--- config.mk ---
export PLATFORM = sky130hd
export DESIGN_NAME = oam_dma
export DESIGN_NICKNAME = d
export VERILOG_FILES = /design/src/rtl/oam_dma.sv
export SDC_FILE = /design/constraint.sdc
export NUM_CORES = 1
export LEC_CHECK = 0
export ABC_AREA = 1
export CAP_MARGIN = 20
export CORE_ASPECT_RATIO = 0.7
export CORE_MARGIN = 3
export CORE_UTILIZATION = 46
export CTS_BUF_LIST = sky130_fd_sc_hd__clkbuf_16
export CTS_CLUSTER_DIAMETER = 30
export DETAILED_ROUTE_END_ITERATION = 12
export PLACE_DENSITY = 0.82
export SYNTH_ARGS = -nofsm -noshare
export SYNTH_HDL_FRONTEND = slang
export SYNTH_SLANG_ARGS = --single-unit
--- constraint.sdc ---
create_clock -name clk -period 1.4 [get_ports clk]
set_input_delay 0.21 -clock clk [delete_from_list [all_inputs] [get_ports clk]]
set_output_delay 0.21 -clock clk [all_outputs]
set_load 0.02 [all_outputs]
--- src/rtl/oam_dma.sv ---
// oam_dma: OAM DMA engine; copies 160 bytes from {FF46,8'h00} (E0-FF mirrored to C0-DF) into OAM FE00-FE9F.
// Latency: first src_rd SETUP_CYCLES+1 cycles after the FF46 write edge, then one byte per CYCLES_PER_BYTE cycles.
// Backpressure: none; the OAM mux and CPU bus arbiter must yield to this block while dma_active is high.
// Ports: mmio_a/mmio_din/mmio_wr/mmio_dout - CPU access to FF46 (mmio_dout combinational, 8'h00 unless reading FF46)
//        src_a/src_rd/src_dout - source read port, data valid one cycle after src_rd
//        oam_a/oam_din/oam_wr - OAM write port; dma_active - transfer in progress (setup + copy)
module oam_dma #(
   parameter int CYCLES_PER_BYTE = 4,
   parameter int SETUP_CYCLES    = 4
) (
   input  logic        clk,
   input  logic        rst_n,
   input  logic [15:0] mmio_a,
   input  logic [7:0]  mmio_din,
   input  logic        mmio_wr,
   output logic [7:0]  mmio_dout,
   output logic [15:0] src_a,
   output logic        src_rd,
   input  logic [7:0]  src_dout,
   output logic [15:0] oam_a,
   output logic [7:0]  oam_din,
   output logic        oam_wr,
   output logic        dma_active
);

   localparam logic [7:0] LAST_IDX   = 8'd159;
   localparam logic [7:0] LAST_SLOT  = 8'(CYCLES_PER_BYTE - 1);
   localparam logic [7:0] LAST_SETUP = 8'(SETUP_CYCLES - 1);

   typedef enum logic [1:0] {
      ST_IDLE,
      ST_SETUP,
      ST_COPY
   } state_t;

   state_t      r_state;
   logic [7:0]  r_dma_q;
   logic [7:0]  r_src_hi;
   logic [7:0]  r_idx;
   logic [7:0]  r_slot;
   logic [7:0]  r_cnt;
   logic        r_src_rd;
   logic        r_oam_wr;
   logic        r_active;
   logic [15:0] r_src_a;
   logic [15:0] r_oam_a;
   logic [7:0]  r_oam_din;

   logic        w_ff46_wr;
   logic [7:0]  w_src_hi;

   assign w_ff46_wr = mmio_wr && (mmio_a == 16'hFF46);
   // E0-FF source pages alias WRAM C0-DF; only the copy address is remapped, not dma_q
   assign w_src_hi  = (mmio_din < 8'hE0) ? mmio_din : (mmio_din - 8'h20);

   assign mmio_dout  = (!mmio_wr && (mmio_a == 16'hFF46)) ? r_dma_q : 8'h00;
   assign src_a      = r_src_a;
   assign src_rd     = r_src_rd;
   assign oam_a      = r_oam_a;
   assign oam_din    = r_oam_din;
   assign oam_wr     = r_oam_wr;
   assign dma_active = r_active;

   // State/slot registers describe the current cycle; strobes are registered one edge
   // ahead so that each strobe is high during the slot it belongs to.
   always_ff @(posedge clk or negedge rst_n) begin
      if (!rst_n) begin
         r_state   <= ST_IDLE;
         r_dma_q   <= 8'h00;
         r_src_hi  <= 8'h00;
         r_idx     <= 8'h00;
         r_slot    <= 8'h00;
         r_cnt     <= 8'h00;
         r_src_rd  <= 1'b0;
         r_oam_wr  <= 1'b0;
         r_active  <= 1'b0;
         r_src_a   <= 16'h0000;
         r_oam_a   <= 16'h0000;
         r_oam_din <= 8'h00;
      end else begin
         r_src_rd <= 1'b0;
         r_oam_wr <= 1'b0;
         if (w_ff46_wr) begin
            // (Re)start wins over any strobe the old transfer had scheduled
            r_dma_q  <= mmio_din;
            r_src_hi <= w_src_hi;
            r_state  <= ST_SETUP;
            r_cnt    <= 8'h00;
            r_idx    <= 8'h00;
            r_slot   <= 8'h00;
            r_active <= 1'b1;
         end else begin
            case (r_state)
               ST_SETUP: begin
                  if (r_cnt == LAST_SETUP) begin
                     r_state  <= ST_COPY;
                     r_idx    <= 8'h00;
                     r_slot   <= 8'h00;
                     r_src_rd <= 1'b1;
                     r_src_a  <= {r_src_hi, 8'h00};
                  end else begin
                     r_cnt <= r_cnt + 8'd1;
                  end
               end
               ST_COPY: begin
                  // Slot 1: source data is on src_dout; the oam_din register doubles as the data latch
                  if (r_slot == 8'd1) begin
                     r_oam_din <= src_dout;
                     r_oam_wr  <= 1'b1;
                     r_oam_a   <= 16'hFE00 + {8'h00, r_idx};
                  end
                  if (r_slot == LAST_SLOT) begin
                     r_slot <= 8'h00;
                     if (r_idx == LAST_IDX) begin
                        r_state  <= ST_IDLE;
                        r_active <= 1'b0;
                     end else begin
                        r_idx    <= r_idx + 8'd1;
                        r_src_rd <= 1'b1;
                        r_src_a  <= {r_src_hi, r_idx + 8'd1};
                     end
                  end else begin
                     r_slot <= r_slot + 8'd1;
                  end
               end
               default: begin
               end
            endcase
         end
      end
   end

endmodule

* Yosys cells after proc, flatten, opt, wreduce, memory -nomap -nowiden
Cells that the tools add are included.
** Word-level totals
- Bits in registers :: 85
- Input port bits :: 35
- Output and inout bits :: 51
- Logic and storage cells :: 84
** Operators by class
- Add/subtract/negate cells :: 5
- Magnitude comparators :: 1
- Equality and inequality tests :: 15
- Mux-type cells :: 34
- Bitwise gates (word level) :: 1
- Reduce and logical (&&, ||, !) cells :: 16
** Operator list (count)
- two-way mux 8 bit :: 11
- two-way mux 16 bit :: 3
- case mux 16 bit (2 select lines) :: 1
- case mux 8 bit (2 select lines) :: 2
- adder 8 x 1 -> 8 bit, second input constant :: 3
- equality test 16 bit, second input constant :: 1
- equality test 8 x 2 -> 1 bit, second input constant :: 2
- != test 3 bit, second input constant :: 4
- adder 10 x 9 -> 11 bit, first input constant :: 1
- two-way mux 1 bit :: 11
- nonzero test 2 bit :: 5
- equality test 8 x 1 -> 1 bit, second input constant :: 1
- equality test 8 bit, second input constant :: 1
- < comparator 8 bit, second input constant :: 1
- two-way mux 2 bit :: 4
- != test 2 bit, second input constant :: 4
- AND reduction 4 bit :: 2
- subtractor 8 x 6 -> 8 bit, second input constant :: 1
- AND reduction 3 bit :: 2
- AND reduction 5 bit :: 1
- case mux 2 bit (2 select lines) :: 1
- AND reduction 2 bit :: 2
- nonzero test 3 bit :: 1
- equality test 2 x 1 -> 1 bit, second input constant :: 1
- 5 further kinds :: 6

* Longest topological paths before layout
- Depth in word-level cells :: 5
- Mapped depth :: 13
- Mapped depth without buffers :: 12

* Worst setup path before layout
No wires, ideal clock.
- Path kind :: reg2reg
- Start :: register r_cnt[0]
- End :: register r_src_a[10], in the netlist src_a[10]
- Library setup time :: 0.116 ns
- Arrival :: 1.437 ns
- Required time :: 1.284 ns
- Path slack :: -0.154 ns
- Cell stages (with the launch flop) :: 14
- Buffers on the path :: 1
- Period minus slack after synthesis :: 1.554 ns
- Cells stage by stage :: dfrtp_1 > ha_1 > inv_1 > nor2_1 > nand2_1 > nor2_2 > nor2_2 > inv_2 > nand2_2 > nor2_2 > nand2_2 > buf_4 > nand2_1 > nand2_1
** On the way
- Longest elaborated chain between the ends :: 3
** RTL lines
- start: declaration :: RTL line 41 : logic [7:0] r_cnt;
- start signal: assignment :: RTL line 102 : r_cnt <= r_cnt + 8'd1;
- equality test 8 x 2 -> 1 bit :: RTL line 95 : if (r_cnt == LAST_SETUP) begin
- != test 2 bit (no line)
- AND reduction 5 bit (no line)
- end signal: assignment :: RTL line 100 : r_src_a <= {r_src_hi, 8'h00};
- end signal: assignment :: RTL line 120 : r_src_a <= {r_src_hi, r_idx + 8'd1};
- end: declaration :: RTL line 45 : logic [15:0] r_src_a;
Every way passes these cells.
A chain may end at the register's enable or synchronous reset.

* Worst setup path after layout
- Start :: register r_cnt[1]
- End :: register r_src_a[13], in the netlist src_a[13]
The elaborated chain is that of the path after synthesis.

==> out/qor.yml <==
number_of_global_route_vias_before_repair: 4015
ioPinCount: 86
cell_mode_on_critical_path: "sky130_fd_sc_hd__nor2_4"
total_nets_after_synthesis: 530
critical_path_buf_inv_count: 3
h_tree_depth_reported_by_cts: 3
worstSetupPathType: "register to register"
post_synth_inst_count: 488
area_added_between_synthesis_and_finish_pct: 63.7
numCtsBuffers: 9
synth_flop_cell: "sky130_fd_sc_hd__dfrtp_1"
via_count: 4356
antenna_found_initial: 0
worst_ir_drop_vdd_mv: 0.964
clockBufferDepth: 2
avgSynthCellArea_sq_um: 7.71
synth_area_leader_cell: "sky130_fd_sc_hd__dfrtp_1"
cells_along_the_critical_path: "ha_2 -> inv_2 -> nor2_4 -> nand2_2 -> nor2_4 -> nor2_4 -> inv_2 -> nand2_4 -> nor3_4 -> buf_12 -> nand2_1 -> nand2_1"
synth.yosys.seq_area_share_pct: 48.6
fin_hold_ws_ps: 421
yosys_warnings: 0
nets: 701
cts_root_buffer: "sky130_fd_sc_hd__clkbuf_16"
number_of_filler_instances_in_the_final_layout: 419
worst_skew_pair.late_latency_ps: 350
initial_core_utilization_pct: 49.4
critPathRequiredTime_ps: 1690
layout_setup_ws_ps: -463
groute.usage.overall_pct: 27.3
max_cap_violations: 0
first_pass_iters: 6
insertedDiodeCount: 0
ys_top_cells_by_area: "sky130_fd_sc_hd__dfrtp_1, sky130_fd_sc_hd__nand2_1, sky130_fd_sc_hd__inv_1, sky130_fd_sc_hd__nor2_1, sky130_fd_sc_hd__o21ai_0"
p_per_area_mw_per_mm2: 823
timing_hold_violations_final: 0
endpoint_kind: "register"
worstPathMaxFanout: 15
post_synth_edffs: 0
fp.dieW_um: 114
crit_slowest_cell: "sky130_fd_sc_hd__dfrtp_1"
gr-total-overflow: 0
fmaxAchievable_mhz: 537
final-setup-viol-count: 58
dieArea_sq_mm: 0.00932
layout_cell_share_with_drive_strength_beyond_1_pct: 39.3
grt_start_max_net_pins: 74
core_area_sq_mm: 0.00761
dp.final_hpwl_mm: 7.28
globalplace.congestion: 0.848
synthDistinctLibCells: 34
rsz_0062_raised_after_global_routing: "yes"
clock_sinks: 73
yosysMostFrequentCell: "sky130_fd_sc_hd__nand2_1"
fin_worst_skew_ps: 10.4
drt_iter0_drc: 479
antenna_violating_nets_left: 0
clk_transition_reported_paths_ps: 70
timing.final.max_slew_violations: 0
grt_pass1_wl_mm: 19.6
failed_checks: "negative setup slack"
tritoncts_clock_tree: "built"
critical_path.max_stage_delay_ps: 380
final.min_clock_period_ps: 1860
endpoint_arrival_time_on_the_critical_path_ps: 2150
fp.dieH_um: 81.7
synth_common_cells: "sky130_fd_sc_hd__nand2_1, sky130_fd_sc_hd__dfrtp_1, sky130_fd_sc_hd__inv_1, sky130_fd_sc_hd__nor2_1, sky130_fd_sc_hd__o21ai_0"
yosys_register_bits: 73
drt-wirelength-per-cell_um: 19.1
drt_wl_total_mm: 14.5
syn-cell-area_sq_mm: 0.00376
hold_wc_path_type: "input pin to register"
power.leakage_nw: 3.29
fp-row-count: 26
drc: 0
placement.io_buffers: 84
routed_via_density: 5.72
finalCoreUtilization_pct: 80.9
worstSetupStartpointType: "register"
crit_family: "simple AND/OR/NAND/NOR gates"
finalCritPeriodShare_pct: 133
run_status: "finished, violations left"
synth_async_sr_flop_share_pct: 100
netlist.area_leader.share_pct: 48.6
power by group:
part	switching (W)	total, W	internal, W
Combinational	0.000289	0.000522	0.000233
Sequential	0.0000351	0.00220	0.00217
Clock	0.000964	0.00234	0.00138
Total	0.00129	0.00507	0.00378
path summary, 6_finish.rpt:
kind / from / endpoint / slack, ps / depth (start not counted)
worst max-delay path: r_cnt[1] / src_a[13] / -460 / 12
worst min register to register: src_a[10] / src_a[10] / 480 / 2
worst min-delay path: src_dout[0] / oam_din[0] / 420 / 3
max in group asynchronous: rst_n / r_slot[3] / 660 / 3
worst max register to register: r_cnt[1] / src_a[13] / -460 / 12
min in group asynchronous: rst_n / src_a[6] / 430 / 3
cells by family after synthesis:
logic type	count (synthesis)	synth area share [%]
other cells	1	0.0997
compound gates	45	6.62
fa+ha+maj	7	2.33
buf+inv	84	9.61
simple gates	277	32.6
xor+xnor	1	0.233
flops	73	48.6
worst register-to-register path: stages (launching register included):
cell	delay [ps]
sky130_fd_sc_hd__dfrtp_1	380
sky130_fd_sc_hd__ha_2	200
sky130_fd_sc_hd__inv_2	60
sky130_fd_sc_hd__nor2_4	90
sky130_fd_sc_hd__nand2_2	80
sky130_fd_sc_hd__nor2_4	180
sky130_fd_sc_hd__nor2_4	70
sky130_fd_sc_hd__inv_2	80
sky130_fd_sc_hd__nand2_4	70
sky130_fd_sc_hd__nor3_4	240
sky130_fd_sc_hd__buf_12	180
sky130_fd_sc_hd__nand2_1	90
sky130_fd_sc_hd__nand2_1	80
placed cells by master (no fill, tap or decap), types with 4 or more instances in the layout:
cell,n
sky130_fd_sc_hd__o21ai_0,10
sky130_fd_sc_hd__nor2_1,25
sky130_fd_sc_hd__nand4_1,15
sky130_fd_sc_hd__clkbuf_2,9
sky130_fd_sc_hd__nand2_2,46
sky130_fd_sc_hd__buf_2,4
sky130_fd_sc_hd__dfrtp_1,73
sky130_fd_sc_hd__buf_6,26
sky130_fd_sc_hd__nor2_4,13
sky130_fd_sc_hd__buf_4,71
sky130_fd_sc_hd__clkbuf_16,9
sky130_fd_sc_hd__buf_12,5
sky130_fd_sc_hd__clkdlybuf4s15_1,7
sky130_fd_sc_hd__inv_1,53
sky130_fd_sc_hd__nor2_2,7
sky130_fd_sc_hd__o21ai_1,8
sky130_fd_sc_hd__o21ai_2,11
sky130_fd_sc_hd__a21oi_1,9
sky130_fd_sc_hd__nand3_1,19
sky130_fd_sc_hd__inv_2,9
sky130_fd_sc_hd__nor3_4,4
sky130_fd_sc_hd__nand2_1,121
sky130_fd_sc_hd__nand2_4,11
sky130_fd_sc_hd__clkdlybuf4s50_1,16
sky130_fd_sc_hd__dlygate4sd2_1,37
layout make-up:
type	instances	area (sq um)	share of cell area (%)
inverter	65	254	4.12
tap	98	123	1.99
multi-input combinational	332	2080	33.7
sequential	73	1830	29.7
clock inverter	7	70.1	1.14
clock buffer	9	225	3.66
timing repair buffer	178	1580	25.7
registers in the layout, indices dropped and copies added, names as in the netlist:
name	flops
r_slot	8
r_src_hi	3
r_idx	8
r_dma_q	8
oam_wr	1
src_a	16
r_state	2
r_cnt	8
oam_din	8
oam_a	9
src_rd	1
dma_active	1
timing repair:
item / 4_1_cts / 5_1_grt
cloned: 4 / 0
buffers inserted: 18 / 8
hold endpoints to repair: 73 / 0
setup endpoints to repair: 116 / 76
hold buffers: 1 / 0
resized for setup: 220 / 103
pin swaps: 32 / 33
stage by stage:
| step | worst slack (ps) | power (W) | setup TNS (ps) | cell area (sq um) | instances |
|---|---|---|---|---|---|
| 2_1_floorplan | -132 | 0.00243 | -2810 | 3800 | 488 |
| 3_3_place_gp | -741 | 0.00273 | -32660 | 5160 | 716 |
| 3_5_place_dp | -833 | 0.00275 | -38380 | 5160 | 716 |
| 4_1_cts | -266 | 0.00501 | -7650 | 5850 | 755 |
| 5_1_grt | -530 | 0.00524 | -19370 | 6160 | 762 |
| 6_report | -463 | 0.00507 | -15800 | 6160 | 762 |
routing by layer:
layer | share of wire [%] | up-vias | track usage (%) | routed length, um
met1 | 37 | 2107 | 31.8 | 5420
met5 | 0 | - | 0 | 0
met4 | 5.7 | 0 | 12.7 | 834
met3 | 8.1 | 82 | 6.77 | 1180
li1 | - | 1873 | - | -
met2 | 49 | 294 | 48.1 | 7090
No activity file was read; power rests on OpenSTA's default activity.
